## src/rtl/acq_sequencer_pkg.sv

```systemverilog
// acq_sequencer_pkg: shared states and constants for the acquisition sequencer
package acq_sequencer_pkg;
  localparam int DW_DEF = 14;
  localparam int CW_DEF = 16;
  localparam int CMD_START = 0;
  typedef enum logic [2:0] {IDLE, ARM, WAIT_TRIG, CAPTURE, DONE} state_t;
endpackage

```

## src/rtl/acq_trig_detect.sv

```systemverilog
// acq_trig_detect: signed rising-crossing trigger on the ADC sample stream
module acq_trig_detect #(
  parameter int DW = 14
) (
  input  logic          clk,
  input  logic          rst,
  input  logic          load_i,
  input  logic          en_i,
  input  logic          data_valid_i,
  input  logic [DW-1:0] trig_data_i,
  input  logic [DW-1:0] level_i,
  output logic          trig_hit_o
);
  logic signed [DW-1:0] prev_q;
  // previous sample; reloaded to the most negative value so the first sample can cross
  always_ff @(posedge clk or posedge rst) begin
    if (rst) prev_q <= {1'b1, {(DW-1){1'b0}}};
    else if (load_i) prev_q <= {1'b1, {(DW-1){1'b0}}};
    else if (data_valid_i) prev_q <= trig_data_i;
  end
  assign trig_hit_o = en_i & data_valid_i & (prev_q < $signed(level_i)) &
                      ($signed(trig_data_i) >= $signed(level_i));
endmodule

```

## src/rtl/acq_sequencer.sv

```systemverilog
// acq_sequencer: arms on start, triggers on the sample stream and frames pulses into range bins
module acq_sequencer
  import acq_sequencer_pkg::*;
#(
  parameter int DW = DW_DEF,
  parameter int CW = CW_DEF
) (
  input  logic          clk,
  input  logic          rst,
  input  logic [CW-1:0] UR_nTotalPoins,
  input  logic [CW-1:0] UR_nRangeBins,
  input  logic [CW-1:0] UR_nPoints_RB,
  input  logic [CW-1:0] UR_nACC_Pulses,
  input  logic [CW-1:0] UR_TriggerLevel,
  input  logic [CW-1:0] UR_CMD,
  input  logic          abort_i,
  input  logic [DW-1:0] trig_data,
  input  logic          data_valid,
  output logic          CMD_Update_Disable,
  output logic          cap_valid,
  output logic          cap_first,
  output logic          rb_valid,
  output logic          rb_last,
  output logic [CW-1:0] rb_index,
  output logic          pulse_first,
  output logic          pulse_last,
  output logic          acq_done,
  output logic          cfg_err
);
  state_t state_q, state_d;
  logic cmd_q;
  logic [CW-1:0] n_tot_q, n_tot_d, n_rb_q, n_rb_d, n_pts_q, n_pts_d, n_acc_q, n_acc_d;
  logic [DW-1:0] lvl_q, lvl_d;
  logic [CW-1:0] samp_q, samp_d, pt_q, pt_d, rb_q, rb_d, pulse_q, pulse_d;
  logic [CW-1:0] idx, pt, rb, rb_index_d;
  logic [2*CW-1:0] rb_span;
  logic start, bad, kill, s_ev, last_s, in_rb, rb_end, more, act, reload, trig_hit;
  logic cfg_err_d, cap_valid_d, cap_first_d, rb_valid_d, rb_last_d;
  logic pulse_first_d, pulse_last_d, acq_done_d, cud_d;
  logic unused_bits;
  assign unused_bits = ^{UR_CMD[CW-1:CMD_START+1], UR_TriggerLevel[CW-1:DW]};
  assign rb_span = {{CW{1'b0}}, n_rb_q} * {{CW{1'b0}}, n_pts_q};
  acq_trig_detect #(.DW(DW)) u_trig (
    .clk          (clk),
    .rst          (rst),
    .load_i       ((state_q == ARM) | reload),
    .en_i         (state_q == WAIT_TRIG),
    .data_valid_i (data_valid),
    .trig_data_i  (trig_data),
    .level_i      (lvl_q),
    .trig_hit_o   (trig_hit)
  );
  // next state, counters and framing outputs for the sample presented this cycle
  always_comb begin
    start = UR_CMD[CMD_START] & ~cmd_q;
    bad = ~|UR_nTotalPoins | ~|UR_nRangeBins | ~|UR_nPoints_RB | ~|UR_nACC_Pulses;
    kill = abort_i & (state_q != IDLE);
    idx = (state_q == CAPTURE) ? samp_q : '0;
    pt = (state_q == CAPTURE) ? pt_q : '0;
    rb = (state_q == CAPTURE) ? rb_q : '0;
    s_ev = ((state_q == WAIT_TRIG) & trig_hit) | ((state_q == CAPTURE) & data_valid);
    last_s = idx == n_tot_q - CW'(1);
    in_rb = {{CW{1'b0}}, idx} < rb_span;
    rb_end = in_rb & (pt == n_pts_q - CW'(1));
    more = pulse_q != n_acc_q - CW'(1);
    act = ((state_q == WAIT_TRIG) | (state_q == CAPTURE)) & ~kill;
    state_d = state_q;
    n_tot_d = n_tot_q;
    n_rb_d = n_rb_q;
    n_pts_d = n_pts_q;
    n_acc_d = n_acc_q;
    lvl_d = lvl_q;
    samp_d = samp_q;
    pt_d = pt_q;
    rb_d = rb_q;
    pulse_d = pulse_q;
    cfg_err_d = cfg_err;
    reload = 1'b0;
    case (state_q)
      IDLE: if (start) begin
        cfg_err_d = bad;
        if (!bad) begin
          state_d = ARM;
          n_tot_d = UR_nTotalPoins;
          n_rb_d = UR_nRangeBins;
          n_pts_d = UR_nPoints_RB;
          n_acc_d = UR_nACC_Pulses;
          lvl_d = UR_TriggerLevel[DW-1:0];
        end
      end
      ARM: begin
        state_d = WAIT_TRIG;
        samp_d = '0;
        pt_d = '0;
        rb_d = '0;
        pulse_d = '0;
      end
      WAIT_TRIG, CAPTURE: if (s_ev) begin
        if (last_s && more) begin
          state_d = WAIT_TRIG;
          pulse_d = pulse_q + CW'(1);
          reload = 1'b1;
        end else if (last_s) begin
          state_d = DONE;
        end else begin
          state_d = CAPTURE;
          samp_d = idx + CW'(1);
          pt_d = rb_end ? '0 : pt + CW'(1);
          rb_d = rb_end ? rb + CW'(1) : rb;
        end
      end
      default: state_d = IDLE;
    endcase
    if (kill) state_d = IDLE;
    cap_valid_d = s_ev & ~kill;
    cap_first_d = s_ev & ~kill & (idx == '0);
    rb_valid_d = s_ev & ~kill & in_rb;
    rb_last_d = s_ev & ~kill & rb_end;
    rb_index_d = kill ? '0 : s_ev ? rb : rb_index;
    pulse_first_d = act & (pulse_q == '0);
    pulse_last_d = act & ~more;
    acq_done_d = state_d == DONE;
    cud_d = state_d != IDLE;
  end
  // state, latched configuration, counters and registered outputs
  always_ff @(posedge clk or posedge rst) begin
    if (rst) begin
      state_q <= IDLE;
      cmd_q <= 1'b0;
      n_tot_q <= '0;
      n_rb_q <= '0;
      n_pts_q <= '0;
      n_acc_q <= '0;
      lvl_q <= '0;
      samp_q <= '0;
      pt_q <= '0;
      rb_q <= '0;
      pulse_q <= '0;
      cfg_err <= 1'b0;
      cap_valid <= 1'b0;
      cap_first <= 1'b0;
      rb_valid <= 1'b0;
      rb_last <= 1'b0;
      rb_index <= '0;
      pulse_first <= 1'b0;
      pulse_last <= 1'b0;
      acq_done <= 1'b0;
      CMD_Update_Disable <= 1'b0;
    end else begin
      state_q <= state_d;
      cmd_q <= UR_CMD[CMD_START];
      n_tot_q <= n_tot_d;
      n_rb_q <= n_rb_d;
      n_pts_q <= n_pts_d;
      n_acc_q <= n_acc_d;
      lvl_q <= lvl_d;
      samp_q <= samp_d;
      pt_q <= pt_d;
      rb_q <= rb_d;
      pulse_q <= pulse_d;
      cfg_err <= cfg_err_d;
      cap_valid <= cap_valid_d;
      cap_first <= cap_first_d;
      rb_valid <= rb_valid_d;
      rb_last <= rb_last_d;
      rb_index <= rb_index_d;
      pulse_first <= pulse_first_d;
      pulse_last <= pulse_last_d;
      acq_done <= acq_done_d;
      CMD_Update_Disable <= cud_d;
    end
  end
endmodule

```

## config.mk

```make
export PLATFORM = sky130hd
export DESIGN_NAME = acq_sequencer
export DESIGN_NICKNAME = d
export VERILOG_FILES = /design/src/rtl/acq_sequencer_pkg.sv /design/src/rtl/acq_trig_detect.sv /design/src/rtl/acq_sequencer.sv
export SDC_FILE = /design/constraint.sdc
export NUM_CORES = 1
export LEC_CHECK = 0
export CAP_MARGIN = 15
export CORE_ASPECT_RATIO = 1.5
export CORE_UTILIZATION = 25
export DETAILED_ROUTE_END_ITERATION = 12
export HOLD_SLACK_MARGIN = 0.15
export PLACE_DENSITY = 0.47
export SLEW_MARGIN = 10
export SYNTH_ARGS = -nofsm -noshare
export SYNTH_HDL_FRONTEND = slang
export SYNTH_SLANG_ARGS = --single-unit
```

## constraint.sdc

```tcl
create_clock -name clk -period 10 [get_ports clk]
set_input_delay 2.5 -clock clk [delete_from_list [all_inputs] [get_ports clk]]
set_output_delay 2.5 -clock clk [all_outputs]
set_load 0.01 [all_outputs]
```

==> results of run 1 <==
==> sequential cells by signal, indices dropped and copies added (netlist names), 16 cells and up <==
signal    flops
pulse_q      16
rb_index     16
n_acc_q      16
n_rb_q       16
pt_q         16
n_pts_q      16
rb_q         16
n_tot_q      16
samp_q       16
==> stage by stage <==
step           cells  instance area (um^2)  hold slack [ps]  setup slack [ps]
2_1_floorplan   2285                 20400              467              2050
3_5_place_dp    3343                 22600              506              1010
4_1_cts         3375                 23200              521               964
3_3_place_gp    3343                 22600              486              1030
6_report        3375                 23200              518               923
5_1_grt         3375                 23200              553               501
==> layout make-up <==
cell class	instances	area, um^2	area share [%]
timing repair buffer	147	1410	6.06
clock inverter	13	160	0.690
sequential	185	4630	20.0
inverter	288	1090	4.69
multi-input combinational	1691	14200	61.1
tap	1032	1290	5.56
clock buffer	19	443	1.91
==> synthesized netlist by cell type, drive strengths merged (14+ instances only) <==
master and n:
nand3 62, a31oi 15, o21ai 74, buf 23, nor3 43, nand4 35
inv 288, a211oi 15, dfrtp 184, a21oi 74, fa 194, xnor2 56
ha 155, mux2 63, nor4 45, nand2b 16, xor2 36, nor2 106
clkbuf 98, a211o 14, nand2 271, a21o 28, mux2i 26, and3 37
and2 136
==> cells by family after synthesis <==
logic type / count (synthesis) / share of synthesized area, %
simple gates: 839 / 21.5
buf+inv: 409 / 7.81
fa+ha+maj: 349 / 28.6
compound gates: 321 / 10.6
flops: 185 / 22.7
xor+xnor: 93 / 4.06
mux: 89 / 4.76
==> per-layer routing <==
layer | track usage (%) | vias up | routed length (um)
li1 | - | 7777 | -
met3 | 2.10 | 84 | 1670
met5 | 0 | - | 0
met2 | 30.5 | 323 | 34700
met1 | 16.3 | 8376 | 23500
met4 | 5.36 | 0 | 1820
==> final timing paths <==
path	to	from	slack (ps)	cells past startpoint
worst max-delay path	rb_q[11]$_DFFE_PP0P_	n_rb_q[5]$_DFFE_PP0P_	920	28
worst min-delay path	rb_q[9]$_DFFE_PP0P_	rb_q[9]$_DFFE_PP0P_	520	2
worst max register to register	rb_q[11]$_DFFE_PP0P_	n_rb_q[5]$_DFFE_PP0P_	920	28
worst min register to register	rb_q[9]$_DFFE_PP0P_	rb_q[9]$_DFFE_PP0P_	520	2
max in group asynchronous	n_pts_q[11]$_DFFE_PP0P_	rst	6300	3
min in group asynchronous	n_tot_q[6]$_DFFE_PP0P_	rst	2490	2
==> worst min-delay path: cells and delay by family (launching register included) <==
| kind | cells | cell delay [ps] |
|---|---|---|
| flops | 1 | 370 |
| simple gates | 2 | 110 |
==> impl_results.md, run 1 <==
* Final GP Congestion at 0.866
* Yosys warnings at 0
* Final hold violation count at 0
* Pins Over Slew Limit at 0
* Num rows at 127
* Worst Path Max Fanout at 17
* Cells after Synth at 2285
* Startpoint Class: flop
* Required time of the critical path at 10340 ps
* Max_cap viols at 0
* Drt drc at 0
* TritonCTS clock tree: done
* Synthesized area per cell at 8.92 um^2
* Largest net degree at the start of global routing at 85
* Fillers at 8613
* CTS buffer count at 17
* Deepest clock path buffer count at 2
* Final core occ at 28.9%
* Syn Nets at 2748
* Core ar. at 80400 um^2
* Crit path DAT at 9410 ps
* Max Fclk at 110 MHz
* CP Capture Type: flop
* # hold bufs at CTS at 0
* Worst-Skew Late Latency at 490 ps
* Area share of the largest cell type after synthesis at 22.6%
* Post-synth EDFFs at 0
* Nets at 2793
* H-tree levels at 4
* Initial Util at 25.4%
* Die width at 235 um
* I/O pin cnt at 139
* Setup TNS at 0 ps
* Antenna Cells at 0
* Number of port buffers at 121
* Via count at 16560
* Most common cell on crit path: fa_1
* DR iter-0 viols at 742
* Die span in y at 352 um
* WL final at 61.7 mm
* Status: completed
* Distinct cell type count after synthesis at 87
* Period minus WS final at 9080 ps
* Area Growth Syn to Fin at 13.8%
* Critical Path Max Stage Delay at 720 ps
* Most frequent cells in the layout: inv_1, nand2_1, fa_1
* Commonest non-fill, non-tap cell in the layout: inv_1
* Ys flop type: dfrtp_1
* Crit-path leading delay family: adder cells
* Vias per cell at 4.91
* Post-CTS setup buffers at 0
* Post-cts resize count at 0
* Initial DRT Pass Iterations at 5
* CP Class: flop to flop
* Worst-Margin Slew at 1270 ps
* Initial antenna violation count at 0
* Slowest cell on crit path: dfrtp_1
* Clock transition at path regs at 80 ps
* Share of cells above drive strength 1 at 6.53%
* CTS Sinks at 185
* ANT nets after route at 0
* Root buffer cell: clkbuf_16
* Overflow after GRT at 0
* Worst min path class: flop to flop
* First-pass GRT wire length at 99.4 mm
* Tcrit/Tclk final at 90.8%
* Setup Skew at 17.9 ps
* Sequential fraction of the synthesis area at 22.7%
* Area of the die at 82700 um^2
* Synth area leader: dfrtp_1
* Seq cells post-synth at 185
* WP buf/inv at 4
* Share of flip-flops with an asynchronous set or reset at 100%
* DR WL/cell at 18.3 um
* Worst slew margin at 14.7%
* Final setup viols at 0
* Syn Std Cell Area at 20400 um^2
* Post-DP HPWL at 49.1 mm
* RSZ-0062 raised after global routing: false
* Synth area leaders: dfrtp_1, fa_1, ha_1
* Vias in the first global route at 17692
* GRT Total Usage at 15.4%
Power of run 1 is not shown: default switching activity piles up to over one toggle a cycle in this logic, so the estimate is an artifact.
==> run 2: changes to the inputs <==
Settings changed: CELL_PAD_IN_SITES_DETAIL_PLACEMENT set to 1, CELL_PAD_IN_SITES_GLOBAL_PLACEMENT set to 2, GPL_TIMING_DRIVEN set to 0, PLACE_DENSITY 0.47 to 0.65.
==> impl_results.md, run 2 (synthesis results as in run 1) <==
* Status: completed
* Worst slew margin at 17.9%
* H-tree levels at 4
* Die span in y at 352 um
* CTS buffer count at 17
* CTS Sinks at 185
* Share of cells above drive strength 1 at 6.81%
* First-pass GRT wire length at 117 mm
* Vias per cell at 4.96
* Max_cap viols at 0
* WL final at 75.3 mm
* Num rows at 127
* Final core occ at 29.3%
* # hold bufs at CTS at 0
* Overflow after GRT at 0
* CP Capture Type: flop
* Max Fclk at 103 MHz
* Via count at 17210
* Area Growth Syn to Fin at 15.7%
* Die width at 235 um
* Critical R2R Capture: rb_q[7]$_DFFE_PP0P_
* Vias in the first global route at 19507
* Placed inst area at 23000 um^2
* Deepest clock path buffer count at 2
* Reg2Reg Launch Point: n_pts_q[3]$_DFFE_PP0P_
* Nets at 2887
* DR iter-0 viols at 593
* Post-DP HPWL at 62.6 mm
* Initial Util at 25.4%
* Post-route cell area at 23600 um^2
* TritonCTS clock tree: done
* Worst-Margin Slew at 1220 ps
* Root buffer cell: clkbuf_16
* Slowest cell on crit path: dfrtp_1
* Clock transition at path regs at 80 ps
* Setup TNS at 0 ps
* End of the worst hold path: u_trig.prev_q[12]$_DFFE_PP0P_
* Worst Path Max Fanout at 12
* R2R depth at 29
* CP Class: flop to flop
* Startpoint Class: flop
* Largest net degree at the start of global routing at 86
* Initial DRT Pass Iterations at 5
* Commonest non-fill, non-tap cell in the layout: inv_1
* Area of the die at 82700 um^2
* Final setup viols at 0
* Core ar. at 80400 um^2
* Period minus WS final at 9680 ps
* GRT Total Usage at 18.6%
* DR WL/cell at 21.7 um
* Pins Over Slew Limit at 0
* Worst-Skew Late Latency at 480 ps
* Crit path DAT at 10040 ps
* Most common cell on crit path: fa_1
* Drt drc at 0
* Tcrit/Tclk final at 96.8%
* RSZ-0062 raised after global routing: false
* Final GP Congestion at 0.857
* Number of port buffers at 120
* Setup Skew at 16.6 ps
* Most frequent cells in the layout: inv_1, nand2_1, fa_1
* Final hold violation count at 0
* Initial antenna violation count at 3
* Hold Path Depth at 2
* I/O pin cnt at 139
* Critical Path Max Stage Delay at 680 ps
* Hold_sp: u_trig.prev_q[12]$_DFFE_PP0P_
* ANT nets after route at 0
* Required time of the critical path at 10360 ps
* Worst min path class: flop to flop
* Flop2flop setup slack at 320 ps
## run 2: final cells by class
class	count	area, um^2
sequential	185	4630
multi-input combinational	1691	14200
tap	1032	1290
fill	9401	56800
clock buffer	18	439
timing repair buffer	125	1280
antenna	1	2.50
inverter	288	1090
clock inverter	14	158
buffer	116	510
## run 2: worst max path at each step
stage	startpoint	end	slack (ps)	cells past startpoint
CTS	n_pts_q[12]$_DFFE_PP0P_	rb_q[11]$_DFFE_PP0P_	40	30
detailed placement	n_pts_q[9]$_DFFE_PP0P_	pt_q[1]$_DFFE_PP0P_	-250	30
floorplan	n_pts_q[9]$_DFFE_PP0P_	rb_q[14]$_DFFE_PP0P_	2050	29
global route	n_pts_q[3]$_DFFE_PP0P_	rb_q[10]$_DFFE_PP0P_	5	29
finish	n_pts_q[3]$_DFFE_PP0P_	rb_q[7]$_DFFE_PP0P_	320	29
global placement	rst	n_rb_q[7]$_DFFE_PP0P_	-740	2
## run 2: per-stage QoR
step                setup slack, ps  cells  hold slack, ps
floorplan                      2050   2285             467
global placement               -739   3437             485
detailed placement             -253   3442             515
CTS                            44.6   3473             534
global route                   5.47   3469             553
finish                          317   3470             529
## run 2: routing by layer
layer / vias to the layer above / global-route usage, % / routed length, um
li1: 7949 / - / -
met1: 8908 / 19.0 / 28100
met2: 247 / 38.0 / 43100
met3: 100 / 1.70 / 1260
met4: 6 / 7.51 / 2790
met5: - / 0 / 45
## run 2: repair_timing
item,CTS,global route
setup buffers,0,0
hold endpoints to repair,0,0
gates resized for setup,2,27
endpoints found under the setup margin,21,26
## run 2: worst max-delay path: cells and delay by family (launching register included)
family                   cells  cell delay (ps)
AO/OA/AOI/OAI                5             1090
XOR/XNOR                     1              180
adder cells (fa/ha/maj)      8             3950
buffers and inverters        5              900
flip-flops                   1              680
AND/OR/NAND/NOR             10             2780
Power of run 2 is left out for the same reason.
==> run 3: changes to the inputs <==
Settings changed: SETUP_SLACK_MARGIN set to 0.05.
==> impl_results.md, run 3 (synthesis results as in run 1) <==
* TritonCTS clock tree: done
* Die width at 235 um
* Worst slew margin at 16.8%
* Worst min path class: flop to flop
* Worst-Margin Slew at 1240 ps
* Initial antenna violation count at 3
* Area Growth Syn to Fin at 15.8%
* WL final at 75.4 mm
* Post-CTS setup buffers at 0
* Nets at 2890
* Crit-path leading delay family: adder cells
* Largest net degree at the start of global routing at 86
* Crit path DAT at 10010 ps
* Final hold violation count at 0
* Core ar. at 80400 um^2
* GRT Total Usage at 18.6%
* Initial Util at 25.4%
* Initial DRT Pass Iterations at 5
* WP buf/inv at 5
* CP Capture Type: flop
* Tcrit/Tclk final at 96.5%
* Setup Skew at 16.5 ps
* DR iter-0 viols at 611
* Final core occ at 29.4%
* Deepest clock path buffer count at 2
* Drt drc at 0
* Max Fclk at 104 MHz
* I/O pin cnt at 139
* Via count at 17274
* Post-route cell area at 23600 um^2
* Area of the die at 82700 um^2
* Num rows at 127
* Commonest non-fill, non-tap cell in the layout: inv_1
* Overflow after GRT at 0
* Clock transition at path regs at 80 ps
* Pins Over Slew Limit at 0
* # hold bufs at CTS at 0
* Fillers at 9408
* Startpoint Class: flop
* Number of port buffers at 120
* Vias per cell at 4.97
* CTS Sinks at 185
* First-pass GRT wire length at 117 mm
* Most frequent cells in the layout: inv_1, nand2_1, fa_1
* Post-DP HPWL at 62.6 mm
* Critical Path Max Stage Delay at 610 ps
* RSZ-0062 raised after global routing: true
* Required time of the critical path at 10360 ps
* ANT nets after route at 0
* Placed inst area at 23000 um^2
* DR WL/cell at 21.7 um
* Post-cts resize count at 4
* CP Class: flop to flop
* Status: completed
* Worst Path Max Fanout at 10
* Hold Worst Slack at 528 ps
* Most common cell on crit path: fa_1
* Die span in y at 352 um
* Setup TNS at 0 ps
* Max_cap viols at 0
* CTS buffer count at 17
* Period minus WS final at 9650 ps
* Share of cells above drive strength 1 at 6.97%
* H-tree levels at 4
* Root buffer cell: clkbuf_16
* Slowest cell on crit path: dfrtp_1
* Vias in the first global route at 19508
* Worst-Skew Late Latency at 480 ps
* Final setup viols at 0
* Final GP Congestion at 0.857
-- run 3: worst paths after layout --
check	from	end	slack (ps)	cells after the start
setup / recovery	n_rb_q[7]$_DFFE_PP0P_	rb_q[11]$_DFFE_PP0P_	350	29
setup reg to reg	n_rb_q[7]$_DFFE_PP0P_	rb_q[11]$_DFFE_PP0P_	350	29
min in group asynchronous	rst	u_trig.prev_q[1]$_DFFE_PP0P_	2360	2
max in group asynchronous	rst	n_pts_q[3]$_DFFE_PP0P_	6450	4
hold reg to reg	u_trig.prev_q[12]$_DFFE_PP0P_	u_trig.prev_q[12]$_DFFE_PP0P_	530	2
hold / removal	u_trig.prev_q[12]$_DFFE_PP0P_	u_trig.prev_q[12]$_DFFE_PP0P_	530	2
-- run 3: routing by layer --
layer | share of wire [%] | GRT usage [%]
met1 | 37 | 19.0
met2 | 57 | 38.0
met3 | 1.9 | 1.70
met4 | 3.7 | 7.51
met5 | 0.060 | 0
-- run 3: metrics by stage --
step	cells	worst slack (ps)
CTS	3474	111
finish	3473	346
detailed placement	3442	-253
global placement	3437	-739
global route	3472	40.4
floorplan	2285	2050
-- run 3: area by class of cell --
| cell class | instances | area, um^2 | share of cell area [%] |
|---|---|---|---|
| Multi-Input combinational cell | 1691 | 14200 | 60.1 |
| Sequential cell | 185 | 4630 | 19.6 |
| Tap cell | 1032 | 1290 | 5.47 |
| Timing Repair Buffer | 125 | 1280 | 5.44 |
| Inverter | 288 | 1090 | 4.61 |
| Buffer | 119 | 527 | 2.23 |
| Clock buffer | 18 | 439 | 1.86 |
| Clock inverter | 14 | 158 | 0.668 |
| Antenna cell | 1 | 2.50 | 0.0106 |
-- run 3: worst register-to-register path: cells and delay by family (launching register included) --
kind	cells	cell delay (ps)
AND/OR/NAND/NOR	9	2730
AO/OA/AOI/OAI	6	1190
XOR/XNOR	1	180
adder cells (fa/ha/maj)	8	3830
flip-flops	1	610
buffers and inverters	5	1020
Power of run 3 is left out for the same reason.
